### config.mk
export PLATFORM = sky130hd
export DESIGN_NAME = seg7_capture
export DESIGN_NICKNAME = d
export VERILOG_FILES = /design/src/rtl/seg7_capture.sv
export SDC_FILE = /design/constraint.sdc
export NUM_CORES = 1
export LEC_CHECK = 0
export BUFFER_PORTS_ARGS = -buffer_cell sky130_fd_sc_hd__buf_4
export CAP_MARGIN = 10
export CELL_PAD_IN_SITES_DETAIL_PLACEMENT = 0
export CELL_PAD_IN_SITES_GLOBAL_PLACEMENT = 1
export CORE_MARGIN = 2
export CORE_UTILIZATION = 43
export CTS_CLUSTER_SIZE = 16
export DETAILED_ROUTE_END_ITERATION = 10
export GPL_TIMING_DRIVEN = 0
export PLACE_DENSITY_LB_ADDON = 0.1
export SYNTH_ARGS = -nofsm -noshare
export SYNTH_HDL_FRONTEND = slang
export SYNTH_SLANG_ARGS = --single-unit
### constraint.sdc
create_clock -name clk -period 4 [get_ports clk]
set_clock_uncertainty 0.2 [all_clocks]
set_input_delay 0.2 -clock clk [delete_from_list [all_inputs] [get_ports clk]]
set_output_delay 0.2 -clock clk [all_outputs]
set_load 0.05 [all_outputs]
### src/rtl/seg7_capture.sv
// seg7_capture: debounces a 7-segment bus, decodes stable patterns to hex
// digits and queues new digits in a FIFO with a valid/ready output.
// Ports: clk, rst_n (async, active low), sample_en, seg_in[6:0] (a..g),
//        digit_data[3:0], digit_valid, digit_ready, locked,
//        bad_count[7:0], overflow.
// Macro SEG7_ACTIVE_LOW_EN: invert seg_in for common-anode displays.
module seg7_capture #(
  parameter int STABLE_CYCLES = 4,
  parameter int FIFO_DEPTH    = 4
) (
  input  logic       clk,
  input  logic       rst_n,
  input  logic       sample_en,
  input  logic [6:0] seg_in,
  output logic [3:0] digit_data,
  output logic       digit_valid,
  input  logic       digit_ready,
  output logic       locked,
  output logic [7:0] bad_count,
  output logic       overflow
);

  localparam int AW = $clog2(FIFO_DEPTH);
  localparam logic [7:0] SC = 8'(STABLE_CYCLES);
  localparam logic [AW:0] FULL = (AW+1)'(FIFO_DEPTH);

  typedef enum logic [1:0] {IDLE, SETTLE, LOCKED} state_t;

  state_t r_state, w_state_nx;
  logic [6:0] r_held, w_held_nx;
  logic [7:0] r_cnt, w_cnt_nx;
  logic [6:0] w_seg;
  logic [3:0] w_dig;
  logic w_blank, w_legal, w_bad, w_accept;
  logic [3:0] r_last;
  logic r_last_vld;
  logic [7:0] r_bad;
  logic r_ovf;
  logic w_push;

  logic [3:0] r_mem [FIFO_DEPTH];
  logic [AW-1:0] r_rd, r_wr, w_rd_nx;
  logic [AW:0] r_count, w_count_nx;
  logic [3:0] r_data, w_head;
  logic w_pop, w_full, w_wr, w_drop;

`ifdef SEG7_ACTIVE_LOW_EN
  assign w_seg = ~seg_in;
`else
  assign w_seg = seg_in;
`endif

  always_comb begin
    w_dig   = 4'h0;
    w_blank = 1'b0;
    w_legal = 1'b1;
    case (w_seg)
      7'h3F: w_dig = 4'h0;
      7'h06: w_dig = 4'h1;
      7'h5B: w_dig = 4'h2;
      7'h4F: w_dig = 4'h3;
      7'h66: w_dig = 4'h4;
      7'h6D: w_dig = 4'h5;
      7'h7D: w_dig = 4'h6;
      7'h07: w_dig = 4'h7;
      7'h7F: w_dig = 4'h8;
      7'h6F: w_dig = 4'h9;
      7'h77: w_dig = 4'hA;
      7'h7C: w_dig = 4'hB;
      7'h39: w_dig = 4'hC;
      7'h5E: w_dig = 4'hD;
      7'h79: w_dig = 4'hE;
      7'h71: w_dig = 4'hF;
      7'h00: begin
        w_blank = 1'b1;
        w_legal = 1'b0;
      end
      default: w_legal = 1'b0;
    endcase
  end

  assign w_bad = !w_legal && !w_blank;

  always_ff @(posedge clk or negedge rst_n) begin
    if (!rst_n) begin
      r_state <= IDLE;
      r_held  <= 7'h00;
      r_cnt   <= 8'h00;
    end else begin
      r_state <= w_state_nx;
      r_held  <= w_held_nx;
      r_cnt   <= w_cnt_nx;
    end
  end

  // Acceptance always evaluates the live pattern, which equals the
  // (new) held pattern whenever w_accept is asserted.
  always_comb begin
    w_state_nx = r_state;
    w_held_nx  = r_held;
    w_cnt_nx   = r_cnt;
    w_accept   = 1'b0;
    if (sample_en) begin
      if (w_seg != r_held) begin
        w_held_nx = w_seg;
        w_cnt_nx  = 8'd1;
        if (SC == 8'd1) begin
          w_accept   = 1'b1;
          w_state_nx = LOCKED;
        end else begin
          w_state_nx = SETTLE;
        end
      end else begin
        unique case (r_state)
          SETTLE: begin
            w_cnt_nx = r_cnt + 8'd1;
            if (w_cnt_nx == SC) begin
              w_accept   = 1'b1;
              w_state_nx = LOCKED;
            end
          end
          IDLE, LOCKED: w_state_nx = r_state;
          default: w_state_nx = IDLE;
        endcase
      end
    end
  end

  assign locked = (r_state == LOCKED);
  assign w_push = w_accept && w_legal &&
                  (!r_last_vld || r_last != w_dig);

  always_ff @(posedge clk or negedge rst_n) begin
    if (!rst_n) begin
      r_last     <= 4'h0;
      r_last_vld <= 1'b0;
      r_bad      <= 8'h00;
      r_ovf      <= 1'b0;
    end else begin
      if (w_accept && w_blank)
        r_last_vld <= 1'b0;
      if (w_push) begin
        r_last     <= w_dig;
        r_last_vld <= 1'b1;
      end
      if (w_accept && w_bad && r_bad != 8'hFF)
        r_bad <= r_bad + 8'd1;
      if (w_drop)
        r_ovf <= 1'b1;
    end
  end

  assign w_pop  = digit_valid && digit_ready;
  assign w_full = (r_count == FULL);
  // A simultaneous pop frees the slot the push needs.
  assign w_wr   = w_push && (!w_full || w_pop);
  assign w_drop = w_push && w_full && !w_pop;
  assign w_rd_nx = r_rd + AW'(w_pop);
  assign w_count_nx = r_count + (AW+1)'(w_wr) - (AW+1)'(w_pop);
  // Pushed digit becomes the head when it lands on the next read slot.
  assign w_head = (w_wr && w_rd_nx == r_wr) ? w_dig : r_mem[w_rd_nx];

  always_ff @(posedge clk) begin
    if (w_wr)
      r_mem[r_wr] <= w_dig;
  end

  always_ff @(posedge clk or negedge rst_n) begin
    if (!rst_n) begin
      r_rd    <= '0;
      r_wr    <= '0;
      r_count <= '0;
      r_data  <= 4'h0;
    end else begin
      r_rd    <= w_rd_nx;
      r_count <= w_count_nx;
      if (w_wr)
        r_wr <= r_wr + AW'(1);
      if (w_count_nx != '0)
        r_data <= w_head;
    end
  end

  assign digit_data  = r_data;
  assign digit_valid = (r_count != '0);
  assign bad_count   = r_bad;
  assign overflow    = r_ovf;

endmodule

# Word level (Yosys, flattened, before mapping)
# Memories as Yosys holds them, arrays and structs flattened. A register that Yosys moved wholly into a read port is not among the register bits.
# Index checks and enable logic that the tools add are counted.
# word_totals
n_memories,1
output_inout_bits,15
ramBits,16
input_bits,11
word_cells,87
regBits,38
# memory_table
name,words,width,rd,rd_ports_with_merged_regs,wr,line_no,source
r_mem,4,4,1,1,1,41,logic [3:0] r_mem [FIFO_DEPTH];
# op_classes
n_eq_ne,25
mux,16
n_reduce_logical,29
n_addsub,6
# op_table
cell,count
"7-bit equality test, second input constant",12
4-bit case mux with 15 select lines,1
"8-bit by 1-bit adder with 8-bit output, second input constant",2
8-bit two-way mux,2
16-bit OR reduction,1
"7-bit by 3-bit equality test with 1-bit output, second input constant",2
"7-bit by 6-bit equality test with 1-bit output, second input constant",2
1-bit logical AND,10
1-bit two-way mux,10
"8-bit by 3-bit equality test with 1-bit output, second input constant",1
"8-bit != test, second input constant",1
7-bit logical NOT,1
7-bit != test,1
1-bit logical NOT,6
3-bit nonzero test,2
2-bit two-way mux,2
4-bit != test,1
2-bit case mux with 2 select lines,1
2-bit AND reduction,2
2-bit nonzero test,2
3-bit by 1-bit adder with 3-bit output,1
"3-bit equality test, second input constant",1
"3-bit != test, second input constant",1
3-bit AND reduction,1
9 further kinds,10

# Logic depth before layout (Yosys ltp)
# Gate-level depths: netlist (run 1).
# logic_depth
word_depth,12
mapped_depth,19
mapped_depth_nobuf,17

# Least setup slack after synthesis (run 1)
# OpenSTA, ideal clock, no wires.
# synth_path
path_type,in2reg
from,in seg_in[0]
to,reg r_data[0] (netlist: digit_data[0]) (read register of r_mem)
required_ps,3665
stages,19
n_path_buf,2
setup_time_ps,135
setup_slack_ps,37
t_arrival_ps,3628
path_cell_list,buf_6 or4b_4 a21oi_4 a211oi_4 clkinv_4 nor3_1 o2111a_2 nor3b_4 inv_1 ha_1 inv_1 ha_1 fa_1 xor2_1 xnor2_1 or3_1 buf_1 o211ai_1 o211ai_1
# synth_between
elab_chain_len,9
elab_cells_between_ends,30
classes_between,2 x add/sub; 18 x eq/ne; 4 x mux; 6 x reduce/logical
# synth_rtl
element,line_no,source
start: declaration,14,"input logic [6:0] seg_in,"
"7-bit equality test, or another cell as far along",57,case (w_seg)
4-bit case mux with 15 select lines *,57,
named net w_dig[2],33,logic [3:0] w_dig;
4-bit != test *,131,(!r_last_vld || r_last != w_dig);
1-bit logical OR *,131,
1-bit logical AND *,130,assign w_push = w_accept && w_legal &&
1-bit logical AND *,156,assign w_wr = w_push && (!w_full || w_pop);
3-bit by 1-bit adder with 3-bit output *,159,assign w_count_nx = r_count + (AW+1)'(w_wr) - (AW+1)'(w_pop);
3-bit by 1-bit subtractor with 3-bit output *,159,
named net w_count_nx[2],43,"logic [AW:0] r_count, w_count_nx;"
3-bit nonzero test *,179,if (w_count_nx != '0)
end: declaration,44,"logic [3:0] r_data, w_head;"
# Mark *: on every way through the listed nets, which the timed path passes. The rest lies on a longest branch.
# A chain may end at the register's enable or synchronous reset.

# Final worst setup path (run 1)
# layout_path
from,reg r_held[0]
to,reg r_data[0] (netlist: digit_data[0]) (read register of r_mem)
# layout_between
elab_chain_len,9
# layout_rtl
element,line_no,source
start: declaration,30,"logic [6:0] r_held, w_held_nx;"
start signal: assignment,91,r_held <= w_held_nx;
7-bit != test,104,if (w_seg != r_held) begin
1-bit two-way mux,104,
1-bit two-way mux,103,if (sample_en) begin
1-bit logical AND (2 in series),130,
1-bit logical AND,156,
3-bit by 1-bit adder with 3-bit output,159,
3-bit by 1-bit subtractor with 3-bit output,159,
named net w_count_nx[2],43,
3-bit nonzero test,179,
# The timed path passes the listed nets, and every way through them passes these cells.

==> metrics.txt, run 1 <==
# TYPE chip_impl_metric gauge
chip_impl_metric{name="synth_nets",unit=""} 298
chip_impl_metric{name="final.hold.worst_slack",unit="ps"} 58.7
chip_impl_metric{name="synthArstFlopShare",unit=""} 0.724
chip_impl_metric{name="grt_antenna_before_repair",unit=""} 0
chip_impl_metric{name="timing.critical_path.arrival",unit="ps"} 3830
chip_impl_metric{name="cts_inserted_buffers",unit=""} 9
chip_impl_metric{name="maxClockFrequency",unit="MHz"} 262
chip_impl_metric{name="cts.reportedPaths.clkPinSlew",unit="ps"} 70
chip_impl_info{name="highest_layer_used_for_signal_routing",value="met4"} 1
chip_impl_metric{name="yosys_warnings",unit=""} 0
chip_impl_metric{name="route.detailed.vias_per_inst",unit=""} 5.06
chip_impl_metric{name="setup_viol_count_final",unit=""} 0
chip_impl_info{name="worstHoldStart",value="digit_ready"} 1
chip_impl_metric{name="ys_ff_latch",unit=""} 58
chip_impl_metric{name="wl_met3",unit="um"} 114
chip_impl_metric{name="nFillCells",unit=""} 683
chip_impl_metric{name="route.antenna.remaining_nets",unit=""} 0
chip_impl_metric{name="finalCritPeriodShare",unit=""} 0.953
chip_impl_metric{name="grt_pass1_vias",unit=""} 2157
chip_impl_metric{name="drt_iter0_drc",unit=""} 110
chip_impl_metric{name="synthXorXnorAreaFrac",unit=""} 0.0757
chip_impl_metric{name="routed-wl-met2",unit="mm"} 3.07
chip_impl_metric{name="dpl_cell_area",unit="um^2"} 3420
chip_impl_metric{name="power-per-cell-area",unit="nW/um^2"} 505
chip_impl_metric{name="detailed_route_wire_length_per_cell",unit="um"} 14.6
chip_impl_metric{name="vias",unit=""} 2113
chip_impl_metric{name="drt_wl_total",unit="mm"} 6.10
chip_impl_metric{name="post_synth_instance_area",unit="um^2"} 3130
chip_impl_metric{name="holdPathStages",unit=""} 3
chip_impl_info{name="critPathCaptureType",value="flip-flop"} 1
chip_impl_metric{name="synth_enable_flop_cells",unit=""} 16
chip_impl_info{name="synth_ff_type",value="dfrtp_1"} 1
chip_impl_metric{name="clock_tree.buffer_depth",unit=""} 2
chip_impl_info{name="root_buffer",value="clkbuf_8"} 1
chip_impl_metric{name="largest_net_degree_at_the_start_of_global_routing",unit=""} 43
chip_impl_info{name="synth_top_cells_by_area",value="dfrtp_1, edfxtp_1, xnor2_1, ha_1, nand2_1"} 1
chip_impl_metric{name="critical_path_cell_count",unit=""} 15
chip_impl_info{name="result_of_the_run",value="completed"} 1
chip_impl_metric{name="clock_insertion_delay_worst_skew",unit="ps"} 330
chip_impl_metric{name="clkSinkCount",unit=""} 58
chip_impl_metric{name="dpl.hpwl",unit="mm"} 4.24
chip_impl_metric{name="floorplan.io_pins",unit=""} 26
chip_impl_info{name="regToRegStartpoint",value="r_held[0]$_DFFE_PN0P_"} 1
chip_impl_metric{name="synth.area.mux_share",unit=""} 0.0661
chip_impl_metric{name="postSynthAreaPerCell",unit="um^2"} 11.3
chip_impl_metric{name="postLayoutCellArea",unit="um^2"} 3750
chip_impl_metric{name="die_height",unit="um"} 89.3
chip_impl_metric{name="p_total",unit="mW"} 1.89
chip_impl_metric{name="grt.total_usage",unit=""} 0.173
chip_impl_metric{name="crit_fanout",unit=""} 8
chip_impl_metric{name="final_routed_drc_violation_total",unit=""} 0
chip_impl_metric{name="cap_viol_max_count",unit=""} 0
chip_impl_metric{name="cellLeakagePower",unit="nW"} 1.58
chip_impl_metric{name="drt_pre_antenna_iters",unit=""} 4
chip_impl_metric{name="coreArea",unit="um^2"} 7140
chip_impl_info{name="timing.critical_path.cells",value="xor2_2 -> nor4_4 -> and4b_2 -> a21boi_4 -> nor3b_4 -> inv_2 -> ha_4 -> inv_1 -> ha_2 -> fa_2 -> xor2_2 -> xnor2_2 -> or3_4 -> o211ai_1 -> o211ai_1"} 1
chip_impl_metric{name="ff2ff_setup_slack",unit="ps"} 190
chip_impl_info{name="critical_path_class",value="reg2reg"} 1
chip_impl_info{name="timing.hold.worst.class",value="in2reg"} 1
chip_impl_metric{name="wirelength_met1",unit="mm"} 2.86
chip_impl_metric{name="tightest_slew",unit="ps"} 909
chip_impl_metric{name="die-width",unit="um"} 89.3
chip_impl_info{name="startpoint_type",value="flip-flop"} 1
chip_impl_info{name="slowest_stage",value="or3_4"} 1
chip_impl_metric{name="ff2ff_path_depth",unit=""} 15
chip_impl_metric{name="slew_headroom",unit=""} 0.386
chip_impl_info{name="worstHoldEndpoint",value="overflow$_DFFE_PN0P_"} 1
chip_impl_info{name="worst_path_dominant_cell_family",value="simple AND/OR/NAND/NOR gates"} 1
chip_impl_metric{name="post_synth_num_cell_types",unit=""} 60
chip_impl_metric{name="post_synth_inst_count",unit=""} 277
chip_impl_info{name="synth_area_leader_cell",value="dfrtp_1"} 1
chip_impl_metric{name="global_placement_routability_congestion",unit=""} 0.780
chip_impl_metric{name="placement.setup.worst_slack",unit="ps"} -672
chip_impl_metric{name="critPathRequiredTime",unit="ps"} 4010
chip_impl_info{name="combinational_family_with_the_most_area_after_synthesis",value="simple AND/OR/NAND/NOR gates"} 1
chip_impl_metric{name="grt_overflow_total",unit=""} 0
chip_impl_metric{name="power.ir.vdd_worst",unit="uV"} 214
chip_impl_metric{name="effective_utilization_at_floorplan",unit=""} 0.438
chip_impl_info{name="tritoncts",value="yes"} 1
chip_impl_metric{name="final.min_clock_period",unit="ps"} 3810
chip_impl_info{name="timing.rr.end",value="digit_data[0]$_DFFE_PN0P_"} 1
chip_impl_info{name="grt_setup_unrepaired",value="false"} 1
chip_impl_metric{name="fraction_of_the_mapped_netlist_area_in_compound_gates",unit=""} 0.108
chip_impl_metric{name="finalHoldViolations",unit=""} 0
chip_impl_metric{name="yosys.area_share.simple",unit=""} 0.182
chip_impl_metric{name="grt_first_pass_wirelength",unit="mm"} 10.5
chip_impl_metric{name="final-max-slew-violation-count",unit=""} 0
chip_impl_metric{name="antenna-diode-count",unit=""} 0
chip_impl_metric{name="synthAdderAreaFrac",unit=""} 0.0424
chip_impl_metric{name="placement_rows",unit=""} 31
chip_impl_metric{name="synth_top_cell_area_share",unit=""} 0.336
chip_impl_info{name="leading_cell_types_in_the_layout_fill_and_taps_excluded",value="dfrtp_1, nand2_1, buf_4"} 1
chip_impl_metric{name="area_growth",unit="%"} 20.0
chip_impl_metric{name="drive_gt1_frac",unit=""} 0.273
chip_impl_metric{name="numPortBuffers",unit=""} 23
chip_impl_metric{name="setup_slack",unit="ps"} 186
chip_impl_metric{name="design.die.area",unit="um^2"} 7970
chip_impl_metric{name="cp_slowest_stage_delay",unit="ps"} 440
chip_impl_metric{name="htree_levels",unit=""} 3
chip_impl_metric{name="finish.net_count",unit=""} 335
chip_impl_info{name="layout.cells.most_common",value="dfrtp_1"} 1
chip_impl_metric{name="worstPathBufferInverterCount",unit=""} 2
chip_impl_metric{name="ys_seq_area_frac",unit=""} 0.490
==> sequential cells by signal (all words and copies together), names as in the netlist <==
signal,flops
r_mem,16
digit_data,4
overflow,1
r_state,2
bad_count,8
r_wr,2
r_cnt,8
r_count,3
r_rd,2
r_last_vld,1
r_held,7
r_last,4
==> worst max-delay path by stage <==
stage | from | end | slack [ps]
4_1_cts | seg_in[2] | digit_data[1]$_DFFE_PN0P_ | 10
2_1_floorplan | seg_in[0] | digit_data[0]$_DFFE_PN0P_ | 40
3_3_place_gp | seg_in[2] | digit_data[3]$_DFFE_PN0P_ | -650
5_1_grt | r_cnt[5]$_DFFE_PN0P_ | digit_data[2]$_DFFE_PN0P_ | 10
6_report | r_held[0]$_DFFE_PN0P_ | digit_data[0]$_DFFE_PN0P_ | 190
3_5_place_dp | seg_in[2] | digit_data[1]$_DFFE_PN0P_ | -670
==> final cells by class <==
| cell class | count | area [um^2] | share of cell area |
|---|---|---|---|
| multi-input combinational | 195 | 1560 | 0.415 |
| sequential | 58 | 1530 | 0.408 |
| timing repair buffer | 28 | 213 | 0.0567 |
| clock buffer | 11 | 141 | 0.0377 |
| tap | 99 | 124 | 0.0330 |
| clock inverter | 5 | 77.6 | 0.0207 |
| buffer | 10 | 57.6 | 0.0153 |
| inverter | 12 | 50.0 | 0.0133 |
==> through the flow <==
step	setup TNS, ps	utilization	std cells
detailed placement	-2640	0.479	399
CTS	0	0.516	418
floorplan	0	-	277
finish	0	0.525	418
global placement	-2540	0.479	399
global route	0	0.525	418
==> worst min-delay path, stage by stage <==
cell and delay (ps):
buf_4 90, nor4b_1 90, a21o_1 170
==> per-layer routing <==
metal  up-vias  GRT usage
li1       1065          -
met1      1023      0.227
met2        20      0.281
met3         5     0.0471
met4         0     0.0556
met5         -          0
==> logic make-up (layout without fill, tap and decap cells) <==
| family | after synthesis | count (layout) |
|---|---|---|
| xor+xnor | 27 | 27 |
| buf+inv | 24 | 66 |
| compound gates | 43 | 43 |
| simple gates | 101 | 101 |
| mux | 14 | 14 |
| fa+ha+maj | 10 | 10 |
| flops | 58 | 58 |
==> cells in the mapped netlist (2+ instances only) <==
cell,instances
a211o_1,2
a211oi_1,2
a21o_1,4
a21oi_1,3
and2_1,7
and3_1,4
buf_1,2
buf_2,6
clkbuf_1,2
dfrtp_1,42
edfxtp_1,16
ha_1,9
inv_1,11
mux2_2,8
mux4_2,4
nand2_1,29
nand2b_1,3
nand3_1,8
nand3b_1,3
nand4_1,4
nand4bb_1,2
nor2_1,12
nor2b_1,4
nor3_1,5
nor4_1,3
o211ai_1,9
o21ai_0,9
o31ai_1,4
or2b_1,2
or3_1,3
xnor2_1,15
xor2_1,12
==> power by group <==
group	switching (mW)	internal (mW)	total, mW
registers	0.0407	0.670	0.711
logic	0.326	0.255	0.581
clock network	0.235	0.366	0.601
==> repair_timing <==
| item | 4_1_cts | 5_1_grt |
|---|---|---|
| resized for setup | 4 | 12 |
| hold buffers | 1 | 0 |
| setup buffers | 2 | 2 |
| hold endpoints to repair | 42 | 0 |
| pin swaps | 0 | 11 |
| setup endpoints to repair | 4 | 4 |
(Power assumes the default switching activity.)
==> run 2: changes to the inputs <==
--- a/config.mk
+++ b/config.mk
@@ -9,7 +9,7 @@
 export CAP_MARGIN = 10
 export CELL_PAD_IN_SITES_DETAIL_PLACEMENT = 0
 export CELL_PAD_IN_SITES_GLOBAL_PLACEMENT = 1
-export CORE_MARGIN = 2
+export CORE_MARGIN = 8
 export CORE_UTILIZATION = 43
 export CTS_CLUSTER_SIZE = 16
 export DETAILED_ROUTE_END_ITERATION = 10
==> run 2 against run 1 <==
Power decreased by 3.2%. Critical endpoint is now digit_data[3]$_DFFE_PN0P_. Die area increased by 29%. Clock-buffer cell count decreased by 1. Critical path type unchanged. Sequential share of layout area increased by 0.43 points.
==> metrics.txt, run 2 (synthesis gave the netlist of run 1 again) <==
# TYPE chip_impl_metric gauge
chip_impl_info{name="result_of_the_run",value="completed"} 1
chip_impl_metric{name="drt_wl_total",unit="mm"} 6.12
chip_impl_metric{name="finish.net_count",unit=""} 335
chip_impl_info{name="layout.cells.most_common",value="dfrtp_1"} 1
chip_impl_metric{name="drt_iter0_drc",unit=""} 36
chip_impl_metric{name="grt_pass1_vias",unit=""} 2122
chip_impl_metric{name="placement_rows",unit=""} 31
chip_impl_metric{name="die_height",unit="um"} 101
chip_impl_metric{name="clkSinkCount",unit=""} 58
chip_impl_metric{name="largest_register_ffs",unit=""} 16
chip_impl_metric{name="coreArea",unit="um^2"} 7140
chip_impl_metric{name="floorplan.io_pins",unit=""} 26
chip_impl_info{name="startpoint_type",value="flip-flop"} 1
chip_impl_metric{name="power.ir.vdd_worst",unit="uV"} 164
chip_impl_metric{name="dpl.hpwl",unit="mm"} 4.37
chip_impl_metric{name="power-per-cell-area",unit="nW/um^2"} 494
chip_impl_metric{name="die-width",unit="um"} 101
chip_impl_metric{name="cellLeakagePower",unit="nW"} 1.56
chip_impl_metric{name="setup_viol_count_final",unit=""} 0
chip_impl_metric{name="area_growth",unit="%"} 18.7
chip_impl_metric{name="grt_first_pass_wirelength",unit="mm"} 10.5
chip_impl_info{name="tritoncts",value="yes"} 1
chip_impl_metric{name="finalHoldViolations",unit=""} 0
chip_impl_info{name="timing.hold.worst.class",value="in2reg"} 1
chip_impl_metric{name="utilization",unit=""} 0.520
chip_impl_metric{name="final-max-slew-violation-count",unit=""} 0
chip_impl_metric{name="slew_headroom",unit=""} 0.366
chip_impl_metric{name="cap_viol_max_count",unit=""} 0
chip_impl_metric{name="timing.critical_path.arrival",unit="ps"} 3780
chip_impl_metric{name="drive_gt1_frac",unit=""} 0.276
chip_impl_metric{name="numPortBuffers",unit=""} 23
chip_impl_metric{name="htree_levels",unit=""} 3
chip_impl_metric{name="vias",unit=""} 2112
chip_impl_metric{name="crit_fanout",unit=""} 8
chip_impl_metric{name="antenna-diode-count",unit=""} 0
chip_impl_info{name="largest-register",value="r_mem"} 1
chip_impl_metric{name="final_routed_drc_violation_total",unit=""} 0
chip_impl_metric{name="clock_tree.buffer_depth",unit=""} 2
chip_impl_metric{name="drt_pre_antenna_iters",unit=""} 4
chip_impl_metric{name="grt.total_usage",unit=""} 0.130
chip_impl_info{name="critical_path_class",value="reg2reg"} 1
chip_impl_metric{name="detailed_route_wire_length_per_cell",unit="um"} 14.6
chip_impl_metric{name="route.detailed.vias_per_inst",unit=""} 5.05
chip_impl_metric{name="grt_antenna_before_repair",unit=""} 0
chip_impl_metric{name="design.die.area",unit="um^2"} 10300
chip_impl_info{name="leading_cell_types_in_the_layout_fill_and_taps_excluded",value="dfrtp_1, nand2_1, buf_4"} 1
chip_impl_metric{name="clock_insertion_delay_worst_skew",unit="ps"} 330
chip_impl_metric{name="grt_overflow_total",unit=""} 0
chip_impl_metric{name="global_placement_routability_congestion",unit=""} 0.793
chip_impl_metric{name="route.antenna.remaining_nets",unit=""} 0
chip_impl_info{name="critPathCaptureType",value="flip-flop"} 1
chip_impl_info{name="grt_setup_unrepaired",value="false"} 1
chip_impl_metric{name="critPathRequiredTime",unit="ps"} 4000
chip_impl_metric{name="cts_inserted_buffers",unit=""} 9
chip_impl_metric{name="effective_utilization_at_floorplan",unit=""} 0.438
chip_impl_metric{name="setup_total_negative_slack",unit="ps"} 0
chip_impl_info{name="root_buffer",value="clkbuf_8"} 1
chip_impl_metric{name="cts.reportedPaths.clkPinSlew",unit="ps"} 70
chip_impl_metric{name="maxClockFrequency",unit="MHz"} 264
chip_impl_metric{name="finalCritPeriodShare",unit=""} 0.945
chip_impl_metric{name="tightest_slew",unit="ps"} 938
chip_impl_metric{name="largest_net_degree_at_the_start_of_global_routing",unit=""} 43
chip_impl_metric{name="final.min_clock_period",unit="ps"} 3780
-- run 2: cell types whose count changed in the layout (fill, tap and decap cells not counted), sizes merged --
cell / before / now
bufinv: 2 / 1
clkbuf: 12 / 11
clkinv: 3 / 5
-- run 2: area by class of cell --
type	count	area (um^2)
Buffer	10	57.6
Clock buffer	10	128
Clock inverter	6	57.6
Fill cell	673	3430
Inverter	12	50.0
Multi-Input combinational cell	195	1550
Sequential cell	58	1530
Tap cell	99	124
Timing Repair Buffer	28	213
-- run 2: critical path, cell delays in order, from the launching register on --
cell and delay (ps):
dfrtp_1 380, xor2_1 150, nor4_2 320, and4b_2 310, a21boi_4 190, nor3b_4 240
inv_2 70, ha_4 250, inv_1 30, ha_2 170, fa_2 370, xor2_2 160
xnor2_2 160, or3_4 450, o211ai_1 110, o211ai_1 100
-- run 2: timing repair --
action / CTS / global route
resized for setup: 3 / 13
pin swaps: 0 / 8
hold buffers: 1 / 0
endpoints found under the hold margin: 42 / 0
endpoints found under the setup margin: 4 / 4
buffers inserted: 2 / 2
-- run 2: path summary, 6_finish.rpt --
path / slack [ps] / from / cells past startpoint / endpoint
max: 220 / r_held[0]$_DFFE_PN0P_ / 15 / digit_data[3]$_DFFE_PN0P_
min: 50 / digit_ready / 3 / overflow$_DFFE_PN0P_
max reg2reg: 220 / r_held[0]$_DFFE_PN0P_ / 15 / digit_data[3]$_DFFE_PN0P_
min reg2reg: 280 / overflow$_DFFE_PN0P_ / 1 / overflow$_DFFE_PN0P_
max in group asynchronous: 2990 / rst_n / 2 / r_last[2]$_DFFE_PN0P_
min in group asynchronous: 210 / rst_n / 2 / r_last[3]$_DFFE_PN0P_
-- run 2: layer usage --
layer  up-vias  track usage  share of wire
li1       1065            -              -
met1      1015        0.158           0.45
met2        22        0.220           0.51
met3        10       0.0302          0.028
met4         0       0.0447          0.012
met5         -            0              0
-- run 2: report_power, final --
part	switching, mW	internal (mW)	leakage (nW)	total [mW]
logic	0.330	0.276	0.796	0.606
registers	0.0378	0.670	0.670	0.708
clock network	0.234	0.283	0.0958	0.517
-- run 2: metrics by stage --
stage | instances | area [um^2] | total power, mW | hold WS [ps] | setup slack (ps)
after floorplan | 277 | 3130 | 1.13 | -296 | 37.4
after global placement | 399 | 3420 | 1.25 | 37.3 | -584
after detailed placement | 399 | 3420 | 1.26 | 37.9 | -620
after CTS | 418 | 3650 | 1.79 | 46.0 | 14.4
after global routing | 418 | 3710 | 1.94 | 59.5 | 2.17
final | 418 | 3710 | 1.83 | 54.6 | 218
